==> config.mk <==
export PLATFORM = sky130hd
export DESIGN_NAME = dmfb_move_sequencer_flat
export DESIGN_NICKNAME = d
export VERILOG_FILES = /design/src/rtl/dmfb_pkg.sv /design/src/rtl/dmfb_move_sequencer_if.sv /design/src/rtl/dmfb_tick_edge.sv /design/src/rtl/dmfb_move_sequencer.sv /design/src/flat_wrapper.sv
export SDC_FILE = /design/constraint.sdc
export NUM_CORES = 1
export LEC_CHECK = 0
export CAP_MARGIN = 20
export CORE_MARGIN = 4
export CORE_UTILIZATION = 30
export CTS_BUF_LIST = sky130_fd_sc_hd__clkbuf_8
export DETAILED_ROUTE_END_ITERATION = 16
export DONT_BUFFER_PORTS = 1
export GPL_TIMING_DRIVEN = 0
export SYNTH_ARGS = -nofsm -noshare
export SYNTH_HDL_FRONTEND = slang
export SYNTH_SLANG_ARGS = --single-unit
==> constraint.sdc <==
create_clock -name clockIn -period 1.5 [get_ports clockIn]
set_input_delay 0.3 -clock clockIn [delete_from_list [all_inputs] [get_ports clockIn]]
set_output_delay 0.3 -clock clockIn [all_outputs]
set_load 0.005 [all_outputs]
==> src/rtl/dmfb_pkg.sv <==
// dmfb_pkg
// Definitions shared by the DMFB move sequencer and the period timer.
//   state_t     : sequencer FSM states
//   PHASES_DEF  : default number of electrode phases
//   CNT_W_DEF   : default width of the step-count field
//   CC_FAST/SLOW: clockControl encodings understood by the period timer
package dmfb_pkg;

  typedef enum logic [1:0] {
    IDLE = 2'd0,
    ARM  = 2'd1,
    STEP = 2'd2,
    HOLD = 2'd3
  } state_t;

  localparam int PHASES_DEF = 4;
  localparam int CNT_W_DEF  = 8;

  // Timer period select: FAST = 60 ms (stepping), SLOW = 2 s (holding)
  localparam logic CC_FAST = 1'b0;
  localparam logic CC_SLOW = 1'b1;

endpackage

==> src/rtl/dmfb_move_sequencer_if.sv <==
// dmfb_move_sequencer_if
// Move-command bus between the host/command logic and the sequencer.
//   cmd_valid : command present (master)
//   cmd_ready : sequencer can accept (slave)
//   cmd_dir   : 0 = forward, 1 = reverse
//   cmd_steps : number of phase steps
//   cmd_hold  : hold for one slow period after the last step
// Handshake: a command transfers on a rising clock edge where cmd_valid and
// cmd_ready are both high; the master keeps the payload stable while
// cmd_valid is high, and the slave never queues a command.
interface dmfb_move_sequencer_if #(
  parameter int CNT_W = 8
);
  logic             cmd_valid;
  logic             cmd_ready;
  logic             cmd_dir;
  logic [CNT_W-1:0] cmd_steps;
  logic             cmd_hold;

  modport master (
    output cmd_valid, cmd_dir, cmd_steps, cmd_hold,
    input  cmd_ready
  );

  modport slave (
    input  cmd_valid, cmd_dir, cmd_steps, cmd_hold,
    output cmd_ready
  );
endinterface

==> src/rtl/dmfb_tick_edge.sv <==
// dmfb_tick_edge
// Rising-edge detector for the period timer's clockOut level.
//   i_clk       : system clock
//   i_rst       : synchronous active-high reset
//   i_tick      : timer clockOut level
//   o_tick_rise : high for the one cycle where i_tick is high and was low
//                 at the previous edge
module dmfb_tick_edge (
  input  logic i_clk,
  input  logic i_rst,
  input  logic i_tick,
  output logic o_tick_rise
);
  logic r_tick_q;

  // Updates every cycle regardless of sequencer state, so a level that
  // stays high yields a single rise.
  always_ff @(posedge i_clk) begin
    if (i_rst) r_tick_q <= 1'b0;
    else       r_tick_q <= i_tick;
  end

  assign o_tick_rise = i_tick & ~r_tick_q;
endmodule

==> src/rtl/dmfb_move_sequencer.sv <==
// dmfb_move_sequencer
// Steps a one-hot electrode phase pattern forward/backward, one phase per
// timer tick, and drives the timer's period select and restart lines.
//   clockIn      : system clock (rising edge)
//   reset_t      : synchronous active-high reset
//   tickIn       : timer clockOut level
//   cmd_if       : move-command bus (slave side)
//   abort        : cancel the current move, phase kept, no done
//   clockControl : CC_FAST while idle/arming/stepping, CC_SLOW while holding
//   timer_reset  : one full-cycle timer restart on entry to ARM or HOLD
//   phase_out    : one-hot electrode enable
//   busy         : state is not IDLE
//   done         : one-cycle pulse after a normal completion
//   dbg_state    : current FSM state
module dmfb_move_sequencer
  import dmfb_pkg::*;
#(
  parameter int PHASES = PHASES_DEF,
  parameter int CNT_W  = CNT_W_DEF
) (
  input  logic                 clockIn,
  input  logic                 reset_t,
  input  logic                 tickIn,
  dmfb_move_sequencer_if.slave cmd_if,
  input  logic                 abort,
  output logic                 clockControl,
  output logic                 timer_reset,
  output logic [PHASES-1:0]    phase_out,
  output logic                 busy,
  output logic                 done,
  output state_t               dbg_state
);
  localparam int PIDX_W = (PHASES > 1) ? $clog2(PHASES) : 1;
  localparam logic [PIDX_W-1:0] LAST_IDX = PIDX_W'(PHASES - 1);

  state_t            r_state, w_state_nxt;
  logic [PIDX_W-1:0] r_phase, w_phase_nxt;
  logic [CNT_W-1:0]  r_remaining, w_remaining_nxt;
  logic              r_dir, w_dir_nxt;
  logic              r_hold, w_hold_nxt;
  logic              r_done, w_done_nxt;
  logic              r_timer_reset, w_timer_reset_nxt;
  logic              w_tick_rise;

  dmfb_tick_edge u_tick_edge (
    .i_clk       (clockIn),
    .i_rst       (reset_t),
    .i_tick      (tickIn),
    .o_tick_rise (w_tick_rise)
  );

  always_ff @(posedge clockIn) begin
    if (reset_t) begin
      r_state       <= IDLE;
      r_phase       <= '0;
      r_remaining   <= '0;
      r_dir         <= 1'b0;
      r_hold        <= 1'b0;
      r_done        <= 1'b0;
      r_timer_reset <= 1'b0;
    end else begin
      r_state       <= w_state_nxt;
      r_phase       <= w_phase_nxt;
      r_remaining   <= w_remaining_nxt;
      r_dir         <= w_dir_nxt;
      r_hold        <= w_hold_nxt;
      r_done        <= w_done_nxt;
      r_timer_reset <= w_timer_reset_nxt;
    end
  end

  // done and timer_reset are registered: each is raised by the transition
  // that needs it and therefore lasts exactly one full clock cycle.
  always_comb begin
    w_state_nxt       = r_state;
    w_phase_nxt       = r_phase;
    w_remaining_nxt   = r_remaining;
    w_dir_nxt         = r_dir;
    w_hold_nxt        = r_hold;
    w_done_nxt        = 1'b0;
    w_timer_reset_nxt = 1'b0;

    unique case (r_state)
      IDLE: begin
        if (cmd_if.cmd_valid) begin
          w_dir_nxt       = cmd_if.cmd_dir;
          w_hold_nxt      = cmd_if.cmd_hold;
          w_remaining_nxt = cmd_if.cmd_steps;
          if (cmd_if.cmd_steps != '0) begin
            w_state_nxt       = ARM;
            w_timer_reset_nxt = 1'b1;
          end else if (cmd_if.cmd_hold) begin
            w_state_nxt       = HOLD;
            w_timer_reset_nxt = 1'b1;
          end else begin
            w_done_nxt = 1'b1;
          end
        end
      end

      // Timer is being restarted this cycle; any tick now is stale.
      ARM: begin
        w_state_nxt = abort ? IDLE : STEP;
      end

      STEP: begin
        if (abort) begin
          w_state_nxt = IDLE;
        end else if (w_tick_rise) begin
          if (r_dir) w_phase_nxt = (r_phase == '0) ? LAST_IDX : r_phase - 1'b1;
          else       w_phase_nxt = (r_phase == LAST_IDX) ? '0 : r_phase + 1'b1;
          w_remaining_nxt = r_remaining - 1'b1;
          if (r_remaining == CNT_W'(1)) begin
            if (r_hold) begin
              w_state_nxt       = HOLD;
              w_timer_reset_nxt = 1'b1;
            end else begin
              w_state_nxt = IDLE;
              w_done_nxt  = 1'b1;
            end
          end
        end
      end

      HOLD: begin
        if (abort) begin
          w_state_nxt = IDLE;
        end else if (w_tick_rise) begin
          w_state_nxt = IDLE;
          w_done_nxt  = 1'b1;
        end
      end

      default: w_state_nxt = IDLE;
    endcase
  end

  assign cmd_if.cmd_ready = (r_state == IDLE);
  assign busy             = (r_state != IDLE);
  assign clockControl     = (r_state == HOLD) ? CC_SLOW : CC_FAST;
  assign timer_reset      = r_timer_reset;
  assign done             = r_done;
  assign dbg_state        = r_state;
  assign phase_out        = {{(PHASES-1){1'b0}}, 1'b1} << r_phase;
endmodule

==> src/flat_wrapper.sv <==
// flat-port wrapper written by rule: the top's interface ports become plain ports
module dmfb_move_sequencer_flat import dmfb_pkg::*;
#(
  parameter int PHASES = PHASES_DEF,
  parameter int CNT_W  = CNT_W_DEF
)
  (clockIn, reset_t, tickIn, abort, clockControl, timer_reset, phase_out, busy, done, dbg_state, cmd_if_cmd_valid, cmd_if_cmd_dir, cmd_if_cmd_steps, cmd_if_cmd_hold, cmd_if_cmd_ready);
  dmfb_move_sequencer_if #(.CNT_W(CNT_W)) cmd_if_i ();
  input  logic clockIn;
  input  logic reset_t;
  input  logic tickIn;
  input  logic abort;
  output logic clockControl;
  output logic timer_reset;
  output logic [PHASES-1:0] phase_out;
  output logic busy;
  output logic done;
  output state_t dbg_state;
  input wire logic [$bits(cmd_if_i.cmd_valid)-1:0] cmd_if_cmd_valid;
  input wire logic [$bits(cmd_if_i.cmd_dir)-1:0] cmd_if_cmd_dir;
  input wire logic [$bits(cmd_if_i.cmd_steps)-1:0] cmd_if_cmd_steps;
  input wire logic [$bits(cmd_if_i.cmd_hold)-1:0] cmd_if_cmd_hold;
  output wire logic [$bits(cmd_if_i.cmd_ready)-1:0] cmd_if_cmd_ready;
  assign cmd_if_i.cmd_valid = cmd_if_cmd_valid;
  assign cmd_if_i.cmd_dir = cmd_if_cmd_dir;
  assign cmd_if_i.cmd_steps = cmd_if_cmd_steps;
  assign cmd_if_i.cmd_hold = cmd_if_cmd_hold;
  assign cmd_if_cmd_ready = cmd_if_i.cmd_ready;
  dmfb_move_sequencer #(.PHASES(PHASES), .CNT_W(CNT_W)) u_core (.clockIn(clockIn), .reset_t(reset_t), .tickIn(tickIn), .cmd_if(cmd_if_i), .abort(abort), .clockControl(clockControl), .timer_reset(timer_reset), .phase_out(phase_out), .busy(busy), .done(done), .dbg_state(dbg_state));
endmodule
==> metrics.txt <==
Avg Cell Area, Syn=7.98 sq um; Final WS setup=0.0498 ns; Reg clk slew, reported paths=0.07 ns; leading cell type in the layout, fill and taps excluded=a21oi_1; fraction of layout cells with a size suffix above 1=21.5%; via count=972; Fill cells=347; worst clock skew=0.00195 ns; Slew HR=64.6%; clk_lat worst skew=0.25 ns; GR Overflow Total=0; Via density=5.37; Site Rows=21; GPL Wtd Cong=0.843; Initial Util=31.1%; endpoints failing hold=0; Max Cap Violations=0; status=completed; Setup Viol. Count Final=0; DRC viols=0; Worst setup SP type=flip-flop; n_diodes=0; Clock Tree Root=clkbuf_8; critical path peak fanout=8; crit path DAT=1.62 ns; Clock Sink Count=17; Tcrit/Tclk final=96.7%; most frequent cells in the layout=14 x a21oi_1, 13 x nor2_1, 13 x dfxtp_1, 8 x nand2_1, 7 x o21ai_0; initial antenna violation count=0; DR iter-0 viols=82; Setup Slack @ Placement=-0.204 ns; CTS Hold Bufs=0; first-pass GRT wire length=4.13 mm; Leak=0.454 nW; dpl cells=176; PortBufs=0; area of the die=4460 sq um; FF+latch count, synth=17; syn nets=151; Final Max Tran Viols=0; Core Util, Final=36.6%; DRT Pass-1 Iters=6; total power=1.08 mW; count of cell types in the netlist=40; Clock H-tree levels=1; Area Overhead vs Synth=17.9%; CP required=1.67 ns; Slew @ Worst Pin=0.526 ns; Fmax=0.690 GHz; Nets=157; Die Height=66.8 um; sequential fraction of the synthesis area=32.8%; non-filler instance count after layout=181; pwr dens=880 nW/um^2; hpwl dp=1.97 mm; CTS Buf Count=3; Die X=66.8 um; maximum VDD drop=0.240 mV; pin count of the biggest net entering global routing=12; Tmin final=1.45 ns; Setup crit end kind=flip-flop; hold crit path type=in2reg; setup TNS=0 ns; Final ANT Viol Nets=0; core region area=3340 sq um; vias in the first global route=908; buffer levels on the longest clock path=2; final WL=2.63 mm; # IOs=26; post-synthesis cell count=130; GRT Util Overall=12.1%; kind of critical path=reg2reg; routed len/inst=14.5 um; Yosys warning count=0; CTS tree=done; Post-Syn Area=1040 sq um; RSZ-0062 raised after global routing=yes
## cell usage after synthesis
cell type / n / area [sq um]
a211o_1: 2 / 17.5
a211oi_1: 1 / 7.51
a211oi_2: 1 / 12.5
a21o_1: 4 / 30.0
a21oi_1: 14 / 70.1
a31oi_1: 4 / 25.0
and2_1: 1 / 6.26
and2b_1: 2 / 15.0
and3_1: 3 / 18.8
and4b_1: 1 / 10.0
and4bb_2: 1 / 12.5
buf_2: 3 / 15.0
clkbuf_1: 3 / 11.3
dfxtp_1: 17 / 340
ha_1: 6 / 75.1
inv_1: 8 / 30.0
mux2i_1: 2 / 20.0
nand2_1: 8 / 30.0
nand2b_1: 2 / 12.5
nand3_1: 3 / 15.0
nand3b_1: 1 / 7.51
nand4_1: 2 / 12.5
nor2_1: 13 / 48.8
nor2b_1: 2 / 12.5
nor3_1: 3 / 15.0
nor3_2: 1 / 10.0
nor4_1: 2 / 12.5
nor4b_1: 1 / 8.76
nor4bb_1: 1 / 10.0
o21a_1: 1 / 7.51
o21ai_0: 7 / 35.0
o21bai_2: 1 / 11.3
o221a_2: 1 / 11.3
o31ai_1: 1 / 7.51
o41ai_1: 1 / 8.76
or2_2: 2 / 12.5
or3_1: 1 / 6.26
or3b_1: 1 / 8.76
or4_1: 1 / 7.51
xnor2_1: 1 / 8.76
## final timing paths
check	start	endpoint	slack, ns	cells after the start
setup / recovery	u_core.dbg_state[1]	u_core.dbg_state[1]	0.05	3
hold / removal	abort	u_core.dbg_state[1]	0.13	1
setup reg to reg	u_core.dbg_state[1]	u_core.dbg_state[1]	0.05	3
hold reg to reg	u_core.r_remaining[6]	u_core.r_remaining[6]	0.48	2
## per-layer routing
layer | up-vias | share of wire (%) | track usage [%]
li1 | 478 | - | -
met1 | 455 | 42 | 13.8
met2 | 33 | 50 | 21.2
met3 | 6 | 5.6 | 2.19
met4 | 0 | 2.2 | 6.35
met5 | - | 0 | 0
## critical path: stages, from the launching register on
cell     delay [ns]
dfxtp_4        0.38
or3b_4         0.44
or4_4          0.48
o31ai_1        0.07
## area by class of cell
| class | instances | area (sq um) | share of cell area [%] |
|---|---|---|---|
| Buffer | 5 | 28.8 | 2.35 |
| Multi-Input combinational cell | 99 | 698 | 57.1 |
| Clock inverter | 1 | 5.00 | 0.409 |
| Timing Repair Buffer | 2 | 11.3 | 0.921 |
| Inverter | 8 | 30.0 | 2.46 |
| Clock buffer | 3 | 41.3 | 3.38 |
| Sequential cell | 17 | 350 | 28.7 |
| Tap cell | 46 | 57.6 | 4.71 |
## per-stage QoR
| stage | hold WS, ns | instance area (sq um) |
|---|---|---|
| floorplan | 0.401 | 1040 |
| global route | 0.129 | 1220 |
| CTS | 0.124 | 1170 |
| global placement | 0.408 | 1090 |
| finish | 0.128 | 1220 |
| detailed placement | 0.406 | 1090 |
## flip-flops by register name, indices dropped and copies added, names as in the netlist
| register | cells |
|---|---|
| u_core.dbg_state | 2 |
| u_core.done | 1 |
| u_core.r_dir | 1 |
| u_core.r_hold | 1 |
| u_core.r_phase | 2 |
| u_core.r_remaining | 8 |
| u_core.timer_reset | 1 |
| u_core.u_tick_edge.r_tick_q | 1 |
## report_power, final
part / leakage (nW) / internal (mW) / total (mW) / switching (mW)
registers: 0.142 / 0.479 / 0.514 / 0.0347
logic: 0.287 / 0.0980 / 0.213 / 0.115
clock network: 0.0255 / 0.184 / 0.349 / 0.165
## repair_timing
| item | in CTS | in global routing |
|---|---|---|
| buffers inserted | 1 | 1 |
| pin swaps | 0 | 2 |
| setup endpoints to repair | 14 | 10 |
| gates resized for setup | 10 | 13 |
## cell families (layout without fill, tap and decap cells)
group           after synthesis  count (layout)  share of synthesized area, %
compound gates               38              38                          23.5
xor+xnor                      1               1                         0.845
fa+ha+maj                     6               6                          7.24
buf+inv                      14              19                          5.43
flops                        17              17                          32.8
mux                           2               2                          1.93
simple gates                 52              52                          28.2
Note: power is estimated with default switching activity, not from simulation.
